$ cat src/rtl/iterative_alu.sv
// iterative_alu
//   Area-lean spare ALU. Consumes the 3-bit ALUControl code from the ALU
//   decoder. Logic/arithmetic ops finish in one cycle; shifts walk one bit
//   position per cycle instead of using a barrel shifter.
//
// Ports
//   clk, rst_n      clock (rising edge), asynchronous active-low reset
//   flush           synchronous abort of any op in flight
//   in_valid/ready  operand handshake (SrcA, SrcB, ALUControl, ShiftArith)
//   ALUControl      000 ADD, 001 SUB, 010 AND, 011 OR, 100 XOR, 101 SLT,
//                   110 SLL, 111 SRL (ShiftArith=0) / SRA (ShiftArith=1)
//   SrcB[SHAMT_W-1:0] is the shift amount for 110/111
//   out_valid/ready result handshake (Result, Zero)
//   busy            unit is not idle
module iterative_alu #(
    parameter int WIDTH   = 32,
    parameter int SHAMT_W = 5
) (
    input  logic             clk,
    input  logic             rst_n,
    input  logic             flush,
    input  logic             in_valid,
    output logic             in_ready,
    input  logic [2:0]       ALUControl,
    input  logic             ShiftArith,
    input  logic [WIDTH-1:0] SrcA,
    input  logic [WIDTH-1:0] SrcB,
    output logic             out_valid,
    input  logic             out_ready,
    output logic [WIDTH-1:0] Result,
    output logic             Zero,
    output logic             busy
);

    typedef enum logic [1:0] {
        IDLE,
        SHIFT,
        DONE
    } state_t;

    state_t               state_q;
    state_t               state_d;
    logic [WIDTH-1:0]     work_q;
    logic [SHAMT_W-1:0]   count_q;
    logic                 shift_left_q;
    logic                 shift_arith_q;

    logic                 accept;
    logic                 is_shift;
    logic [SHAMT_W-1:0]   shamt;
    logic                 start_shift;
    logic                 last_shift;
    logic [WIDTH-1:0]     alu_out;
    logic [WIDTH-1:0]     shift_step;

    // in_ready is gated with rst_n so it is low for the whole reset window.
    assign in_ready    = rst_n && (state_q == IDLE);
    assign out_valid   = (state_q == DONE);
    assign busy        = (state_q != IDLE);

    // flush blocks acceptance even though in_ready may be high.
    assign accept      = in_valid && in_ready && !flush;
    assign is_shift    = (ALUControl[2:1] == 2'b11);
    assign shamt       = SrcB[SHAMT_W-1:0];
    assign start_shift = is_shift && (shamt != '0);
    assign last_shift  = (count_q == SHAMT_W'(1));

    // Single-cycle result. Shift codes pass SrcA through, which is exactly
    // the answer for a zero shift amount.
    always_comb begin
        // NOTE: every combinational output gets a default first so no path
        // leaves it unassigned, which would infer a latch.
        alu_out = SrcA;
        case (ALUControl)
            3'b000:  alu_out = SrcA + SrcB;
            3'b001:  alu_out = SrcA - SrcB;
            3'b010:  alu_out = SrcA & SrcB;
            3'b011:  alu_out = SrcA | SrcB;
            3'b100:  alu_out = SrcA ^ SrcB;
            3'b101:  alu_out = {{(WIDTH-1){1'b0}}, ($signed(SrcA) < $signed(SrcB))};
            default: alu_out = SrcA;
        endcase
    end

    // One bit position per cycle; SRA replicates the sign bit.
    always_comb begin
        shift_step = work_q;
        if (shift_left_q) begin
            shift_step = {work_q[WIDTH-2:0], 1'b0};
        end else begin
            shift_step = {shift_arith_q & work_q[WIDTH-1], work_q[WIDTH-1:1]};
        end
    end

    always_ff @(posedge clk or negedge rst_n) begin
        // NOTE: sequential state uses non-blocking assignments so every
        // register samples pre-edge values regardless of statement order.
        if (!rst_n) begin
            state_q <= IDLE;
        end else begin
            state_q <= state_d;
        end
    end

    always_comb begin
        state_d = state_q;
        case (state_q)
            IDLE:    if (accept) state_d = start_shift ? SHIFT : DONE;
            SHIFT:   if (last_shift) state_d = DONE;
            DONE:    if (out_ready) state_d = IDLE;
            default: state_d = IDLE;
        endcase
        // flush outranks accept, shift progress and the output handshake.
        if (flush) begin
            state_d = IDLE;
        end
    end

    // Result/Zero change only when an op completes, so they stay stable
    // through SHIFT, DONE backpressure and after a flush.
    always_ff @(posedge clk or negedge rst_n) begin
        if (!rst_n) begin
            Result        <= '0;
            Zero          <= 1'b0;
            work_q        <= '0;
            count_q       <= '0;
            shift_left_q  <= 1'b0;
            shift_arith_q <= 1'b0;
        end else if (flush) begin
            count_q <= '0;
        end else if (accept) begin
            if (start_shift) begin
                work_q        <= SrcA;
                count_q       <= shamt;
                shift_left_q  <= (ALUControl == 3'b110);
                shift_arith_q <= (ALUControl == 3'b111) && ShiftArith;
            end else begin
                Result <= alu_out;
                Zero   <= (alu_out == '0);
            end
        end else if (state_q == SHIFT) begin
            work_q  <= shift_step;
            count_q <= count_q - SHAMT_W'(1);
            if (last_shift) begin
                Result <= shift_step;
                Zero   <= (shift_step == '0);
            end
        end
    end

endmodule
$ cat config.mk
export PLATFORM = sky130hd
export DESIGN_NAME = iterative_alu
export DESIGN_NICKNAME = d
export VERILOG_FILES = /design/src/rtl/iterative_alu.sv
export SDC_FILE = /design/constraint.sdc
export NUM_CORES = 1
export LEC_CHECK = 0
export BUFFER_PORTS_ARGS = -buffer_cell sky130_fd_sc_hd__buf_2
export CAP_MARGIN = 20
export CORE_UTILIZATION = 35
export CTS_BUF_LIST = sky130_fd_sc_hd__clkbuf_4 sky130_fd_sc_hd__clkbuf_8
export DETAILED_ROUTE_END_ITERATION = 7
export GPL_TIMING_DRIVEN = 0
export PLACE_DENSITY = 0.51
export SYNTH_ARGS = -nofsm -noshare
export SYNTH_HDL_FRONTEND = slang
export SYNTH_SLANG_ARGS = --single-unit
export TNS_END_PERCENT = 50
$ cat constraint.sdc
create_clock -name clk -period 5.85 [get_ports clk]
set_input_delay 0.585 -clock clk [delete_from_list [all_inputs] [get_ports clk]]
set_output_delay 0.585 -clock clk [all_outputs]
set_load 0.01 [all_outputs]
==> flow_summary.toml, run 1 <==
[sta]
timing_max_transition_violations_final = 0
rsz0062_at_grt = "false"
finalSetupViolations = 0
achievable-frequency_mhz = 218
layout_worst_path_cycle_share_pct = 78.3
slew-limit-headroom_pct = 37.2
final_hold_viol_count = 0
worst_slack_ns = 1.27
worst_pin_slew_ns = 0.939
worst_clock_skew_ns = 0.0123
setup_tns_ns = 0
final.min_clock_period_ns = 4.58

[finish]
fin_area_sq_um = 11400
fillerInstances = 3111
design.final.nets = 1719
antenna-diode-count = 0
postLayoutCoreUtil_pct = 40.6
drive_above_1_share_pct = 11.7
areaGrowthSynthToFinish_pct = 12.6

[power_and_ir_drop]
vdd.ir_drop.worst_v = 0.000114
p_leak_uw = 0.00524
powerDensity_nw_per_um2 = 256

[route]
ant_nets = 0
route.final.wire_length_mm = 44.8
route.detailed.wl_per_inst_um = 23.3
routed_via_density = 6.03
drc = 0
drt_pass1_iterations = 5
via_count = 11599
drt-initial-drc-count = 1393

[worst_setup_path]
crit_required_ns = 6.09
critPathMaxStageDelay_ns = 0.84
worst_ep_arrival_time_ns = 4.81
worstPathBufferInverterCount = 3
reg_to_reg_start = "state_q[1]$_DFFE_PN0P_"
setup.worst_path.start_class = "input pin"
reg2reg_depth = 12
cp_slowest_cell = "sky130_fd_sc_hd__nor4_1"
critical-path-top-delay-family = "compound AO/OA/AOI/OAI gates"
cp-end-kind = "flop"
crit_path_cell_trace = "buf_2, inv_1, ha_1, clkbuf_1, nor4_1, nand3_1, or2_2, o221ai_1, nor2_1, o31a_1, a21o_1, o221a_2, a311oi_1, a21bo_2, o21ai_0"
timing_worst_setup_path_type = "in -> reg"
timing.rr.end = "Zero$_DFFE_PN0P_"
crit_fanout = 10
r2r_slack_ns = 2.22

[yosys]
synth_edf_count = 0
dominantRegCellSynth = "sky130_fd_sc_hd__dfrtp_1"
synth_sequential_area_ratio_pct = 18.3
synth.distinct_cells = 90
yosys_register_bits = 74
synth.area.top_cells = "sky130_fd_sc_hd__dfrtp_1 (18%), sky130_fd_sc_hd__ha_1 (13%), sky130_fd_sc_hd__o21ai_0 (7.1%)"
synth_nets = 1597
yosysTopAreaCellShare_pct = 18.3
syn-cell-area_sq_um = 10100
postSynth.asyncResetShare_pct = 100
syn_avg_cell_area_sq_um = 7.14
synth_cells = 1417
synthesis.yosys.warnings = 0
yosysTopAreaCell = "sky130_fd_sc_hd__dfrtp_1"

[clock_tree]
clock_path_buffers = 2
cts.root.buffer_cell = "sky130_fd_sc_hd__clkbuf_8"
path_clk_slew_ns = 0.09
post-cts-setup-buffers = 0
clk-insertion-delay-late_ns = 0.37
hold_bufs_inserted_after_cts = 0
tritoncts = "done"
cts_sinks = 74
total_cts_buffers = 9
cts-resized-gates = 0
h-tree-depth = 3

[global_routing]
grt_max_degree = 63
track_usage_pct = 30.2
globalRouteOverflowTotal = 0
antenna_violations_before_repair = 0
wire_length_of_the_first_global_routing_pass_mm = 66.4
first_global_vias = 10699

[hold_path]
min_path_type = "in -> async"

[die]
rows = 61
die_width_um = 172
chipHeight_um = 172
initial_utilization_pct = 36.0
core_region_area_sq_um = 28100
io_pins = 109
design.die.area_sq_um = 29600

[placement]
place.gp.congestion = 1.01
pre_cts_slack_ns = 1.14
place.detailed.hpwl_mm = 35.8
numPortBuffers = 108
postPlaceCellArea_sq_um = 11200

[run]
maxCapViolations = 0

[outcome]
outcome = "completed"
## through the flow
stage / total power, uW / instances / hold slack (ns)
6_report: 2920 / 1922 / 0.0696
5_1_grt: 3130 / 1922 / 0.0702
4_1_cts: 2890 / 1921 / 0.0627
3_5_place_dp: 2440 / 1905 / 0.465
3_3_place_gp: 2420 / 1903 / 0.447
2_1_floorplan: 1850 / 1417 / 0.289
## registers in the layout, indices dropped and copies added, names as in the netlist
name / count
Zero: 1
shift_left_q: 1
state_q: 2
Result: 32
shift_arith_q: 1
count_q: 5
work_q: 32
## power by group
group / leakage [uW] / internal (uW) / switching (uW)
combinational: 0.00417 / 584 / 974
clock: 0.000113 / 255 / 200
sequential: 0.000956 / 725 / 177
total: 0.00524 / 1560 / 1350
## cells in the final DEF (no fill, tap or decap), types with 16 or more instances in the layout
cell type / count
sky130_fd_sc_hd__a21o_1: 25
sky130_fd_sc_hd__a21oi_1: 112
sky130_fd_sc_hd__buf_2: 115
sky130_fd_sc_hd__clkbuf_1: 70
sky130_fd_sc_hd__dfrtp_1: 74
sky130_fd_sc_hd__ha_1: 105
sky130_fd_sc_hd__inv_1: 108
sky130_fd_sc_hd__mux2i_1: 26
sky130_fd_sc_hd__nand2_1: 169
sky130_fd_sc_hd__nand2b_1: 26
sky130_fd_sc_hd__nand3_1: 26
sky130_fd_sc_hd__nor2_1: 111
sky130_fd_sc_hd__nor2b_1: 25
sky130_fd_sc_hd__nor3_1: 26
sky130_fd_sc_hd__nor4_1: 19
sky130_fd_sc_hd__o211ai_1: 16
sky130_fd_sc_hd__o21ai_0: 143
sky130_fd_sc_hd__o31ai_1: 16
## Yosys cell counts (11+ instances only)
cell and instances:
sky130_fd_sc_hd__a211oi_1 14, sky130_fd_sc_hd__a21o_1 25, sky130_fd_sc_hd__a21oi_1 112, sky130_fd_sc_hd__a22oi_1 13, sky130_fd_sc_hd__a31oi_1 15, sky130_fd_sc_hd__and2_1 11
sky130_fd_sc_hd__buf_1 11, sky130_fd_sc_hd__clkbuf_1 70, sky130_fd_sc_hd__dfrtp_1 74, sky130_fd_sc_hd__ha_1 105, sky130_fd_sc_hd__inv_1 108, sky130_fd_sc_hd__mux2i_1 26
sky130_fd_sc_hd__nand2_1 169, sky130_fd_sc_hd__nand2b_1 26, sky130_fd_sc_hd__nand3_1 26, sky130_fd_sc_hd__nand4_1 11, sky130_fd_sc_hd__nor2_1 111, sky130_fd_sc_hd__nor2b_1 25
sky130_fd_sc_hd__nor3_1 26, sky130_fd_sc_hd__nor4_1 19, sky130_fd_sc_hd__o211ai_1 16, sky130_fd_sc_hd__o21a_1 14, sky130_fd_sc_hd__o21ai_0 143, sky130_fd_sc_hd__o22ai_1 15
sky130_fd_sc_hd__o31ai_1 16
## routing by layer
| metal | part of all wire (%) | track usage [%] |
|---|---|---|
| met5 | 0 | 0 |
| met4 | 3.9 | 11.6 |
| met3 | 8.6 | 3.98 |
| met2 | 44 | 47.7 |
| met1 | 44 | 41.5 |
## layout make-up
type	count	area [sq um]	share of cell area, %
Sequential cell	74	1850	16.2
Timing Repair Buffer	111	583	5.12
Multi-Input combinational cell	1143	7490	65.7
Tap cell	378	473	4.15
Clock inverter	5	77.6	0.681
Inverter	108	405	3.56
Buffer	92	374	3.28
Clock buffer	11	145	1.27
## worst max path at each step
stage / slack [ns] / startpoint / end / cells past startpoint
final: 1.27 / SrcA[15] / Result[25]$_DFFE_PN0P_ / 15
after global routing: 1.21 / SrcA[15] / Result[25]$_DFFE_PN0P_ / 15
after CTS: 1.50 / SrcA[15] / Result[25]$_DFFE_PN0P_ / 15
after detailed placement: 1.14 / SrcA[15] / Result[25]$_DFFE_PN0P_ / 15
after global placement: 0.52 / rst_n / Zero$_DFFE_PN0P_ / 13
after floorplan: 2.34 / SrcA[9] / Zero$_DFFE_PN0P_ / 14
## logic make-up after synthesis
| kind of cell | after synthesis | share of synthesized area [%] |
|---|---|---|
| AOI/OAI and AO/OA | 510 | 33.1 |
| xor gates and xnor gates | 11 | 0.952 |
| adders and majority gates | 107 | 13.4 |
| buffers and inverters | 200 | 7.70 |
| DFF | 74 | 18.3 |
| muxes | 33 | 3.35 |
| and+or+nand+nor | 482 | 23.2 |
No activity file was read; power rests on OpenSTA's default activity.
==> run 2, diff against run 1 <==
PLACE_DENSITY = 0.53   (was 0.51)
clock period = 3.9 ns   (was 5.85 ns; I/O delays follow)
==> run 2 against run 1 <==
The run now ends with setup timing left. Setup slack worse by 1.4 ns. Wire length increased by 1.4%. Final area is 0.99% higher. Via count grew 1.1%. Combinational power is 52% higher. Worst hold slack worse by 0.043 ns. Largest cell class unchanged. Largest power group unchanged.
==> flow_summary.toml, run 2 (synthesized netlist as in run 1, its figures left out) <==
[global_routing]
track_usage_pct = 31.0
wire_length_of_the_first_global_routing_pass_mm = 68.0
antenna_violations_before_repair = 1
grt_max_degree = 53
globalRouteOverflowTotal = 0
first_global_vias = 11041

[clock_tree]
clock_path_buffers = 2
total_cts_buffers = 9
clk-insertion-delay-late_ns = 0.36
cts.root.buffer_cell = "sky130_fd_sc_hd__clkbuf_8"
tritoncts = "done"
h-tree-depth = 3
cts_sinks = 74
path_clk_slew_ns = 0.08

[sta]
worst_slack_ns = -0.135
achievable-frequency_mhz = 248
final_hold_viol_count = 0
worst_clock_skew_ns = 0.0120
finalSetupViolations = 1
timing_max_transition_violations_final = 0
slew-limit-headroom_pct = 39.4
final.min_clock_period_ns = 4.04
worst_pin_slew_ns = 0.895
rsz0062_at_grt = "true"
layout_worst_path_cycle_share_pct = 103

[die]
die_width_um = 172
design.die.area_sq_um = 29600
chipHeight_um = 172
initial_utilization_pct = 36.0
core_region_area_sq_um = 28100
rows = 61
io_pins = 109

[route]
route.final.wire_length_mm = 45.4
via_count = 11724
drc = 0
drt_pass1_iterations = 8
route.detailed.wl_per_inst_um = 23.6
ant_nets = 0
drt-initial-drc-count = 1658
routed_via_density = 6.10

[power_and_ir_drop]
internal_power_uw = 2330
vdd.ir_drop.worst_v = 0.000162
sw_frac_of_total_pct = 46.8
p_leak_uw = 0.00527
seq_power_share_pct = 30.9
powerDensity_nw_per_um2 = 381
totalPowerFinal_uw = 4380
pwr-share-clk_pct = 15.0
combPwrFrac_pct = 54.0
p_switching_uw = 2050

[worst_setup_path]
timing_worst_setup_path_type = "in -> reg"
setup.worst_path.start_class = "input pin"
worst_ep_arrival_time_ns = 4.29
cp-end-kind = "flop"
crit_required_ns = 4.16
crit_fanout = 10

[finish]
fin_area_sq_um = 11500
design.final.nets = 1720
final_cells = 1923
areaGrowthSynthToFinish_pct = 13.8
layout_commonest_cell = "sky130_fd_sc_hd__nand2_1"
most-common-layout-cells = "sky130_fd_sc_hd__nand2_1 (169), sky130_fd_sc_hd__o21ai_0 (142), sky130_fd_sc_hd__buf_2 (116)"
drive_above_1_share_pct = 12.8
fillerInstances = 3114
antenna-diode-count = 0
top_flop_regs = "Result x32, work_q x32, count_q x5"

[placement]
place.detailed.hpwl_mm = 36.2
pre_cts_slack_ns = -0.601
placed_cells_incl_taps = 1905
numPortBuffers = 108
place.gp.congestion = 1.01
postPlaceCellArea_sq_um = 11200

[run]
maxCapViolations = 0

[outcome]
failed_checks = "setup timing"
outcome = "complete, but fails checks"

[hold_path]
min_path_type = "in -> async"
## run 2: changes by cell type in the layout (fill, tap and decap cells not counted), moves of 2 or more
cell                       before  now
sky130_fd_sc_hd__clkbuf_1      70   66
sky130_fd_sc_hd__clkbuf_2       1    4
sky130_fd_sc_hd__nor4_1        19   16
sky130_fd_sc_hd__nor4_2         0    3
sky130_fd_sc_hd__o31ai_1       16   14
## run 2: routing by layer
layer	track usage (%)	vias to the layer above	wire [um]	share of wire [%]
met5	0	-	13	0.029
met4	10.8	2	1540	3.4
met3	3.55	108	3950	8.7
met2	49.6	640	20100	44
met1	42.7	5605	19800	44
li1	-	5369	-	-
## run 2: final cells by class
class                      count  area, sq um  share of cell area [%]
timing repair buffer         112          607                    5.27
buffer                        92          380                    3.31
clock buffer                   9          124                    1.08
inverter                     108          405                    3.52
clock inverter                 7         93.8                   0.815
multi-input combinational   1143         7570                    65.8
tap                          378          473                    4.11
sequential                    74         1850                    16.1
## run 2: path summary, 6_finish.rpt
path | from | endpoint | slack (ns) | cells past startpoint
max in group asynchronous | rst_n | work_q[14]$_DFFE_PN0P_ | 3.04 | 3
worst max-delay path | ALUControl[2] | Zero$_DFFE_PN0P_ | -0.14 | 11
worst min-delay path | rst_n | Result[5]$_DFFE_PN0P_ | 0.03 | 2
min in group clk | ShiftArith | shift_arith_q$_DFFE_PN0P_ | 0.29 | 3
worst max register to register | state_q[0]$_DFFE_PN0P_ | Zero$_DFFE_PN0P_ | 0.19 | 12
worst min register to register | Result[14]$_DFFE_PN0P_ | Result[14]$_DFFE_PN0P_ | 0.46 | 2
## run 2: timing repair
| item | 4_1_cts | 5_1_grt |
|---|---|---|
| endpoints found under the setup margin | 4 | 9 |
| endpoints found under the hold margin | 22 | 0 |
| gates resized for setup | 9 | 14 |
| buffers inserted | 0 | 0 |
| hold buffers | 1 | 0 |
## run 2: power groups by stage
stage          registers (uW)  logic (uW)  clock network, uW
2_1_floorplan            1360        1420                  0
3_3_place_gp             1350        2280                  0
3_5_place_dp             1360        2300                  0
4_1_cts                  1350        2310                678
5_1_grt                  1400        2610                709
6_report                 1360        2370                660
## run 2: worst max-delay path: stages
cell and delay [ns]:
sky130_fd_sc_hd__buf_2 0.14, sky130_fd_sc_hd__nand2b_1 0.14, sky130_fd_sc_hd__clkbuf_1 0.31, sky130_fd_sc_hd__nor2_1 0.74
sky130_fd_sc_hd__clkbuf_1 0.69, sky130_fd_sc_hd__buf_1 0.69, sky130_fd_sc_hd__a32oi_1 0.45, sky130_fd_sc_hd__o21ai_0 0.21
sky130_fd_sc_hd__nor3_1 0.06, sky130_fd_sc_hd__and4b_1 0.23, sky130_fd_sc_hd__a41o_1 0.24
## run 2: through the flow
step                      TNS, ns  util, %  hold slack (ns)
after floorplan                 0        -           0.0944
after global placement      -7.63     39.6            0.448
after detailed placement    -3.77     39.8            0.327
after CTS                       0     40.7           0.0326
after global routing       -0.237     41.0           0.0384
final                      -0.135     41.0           0.0262
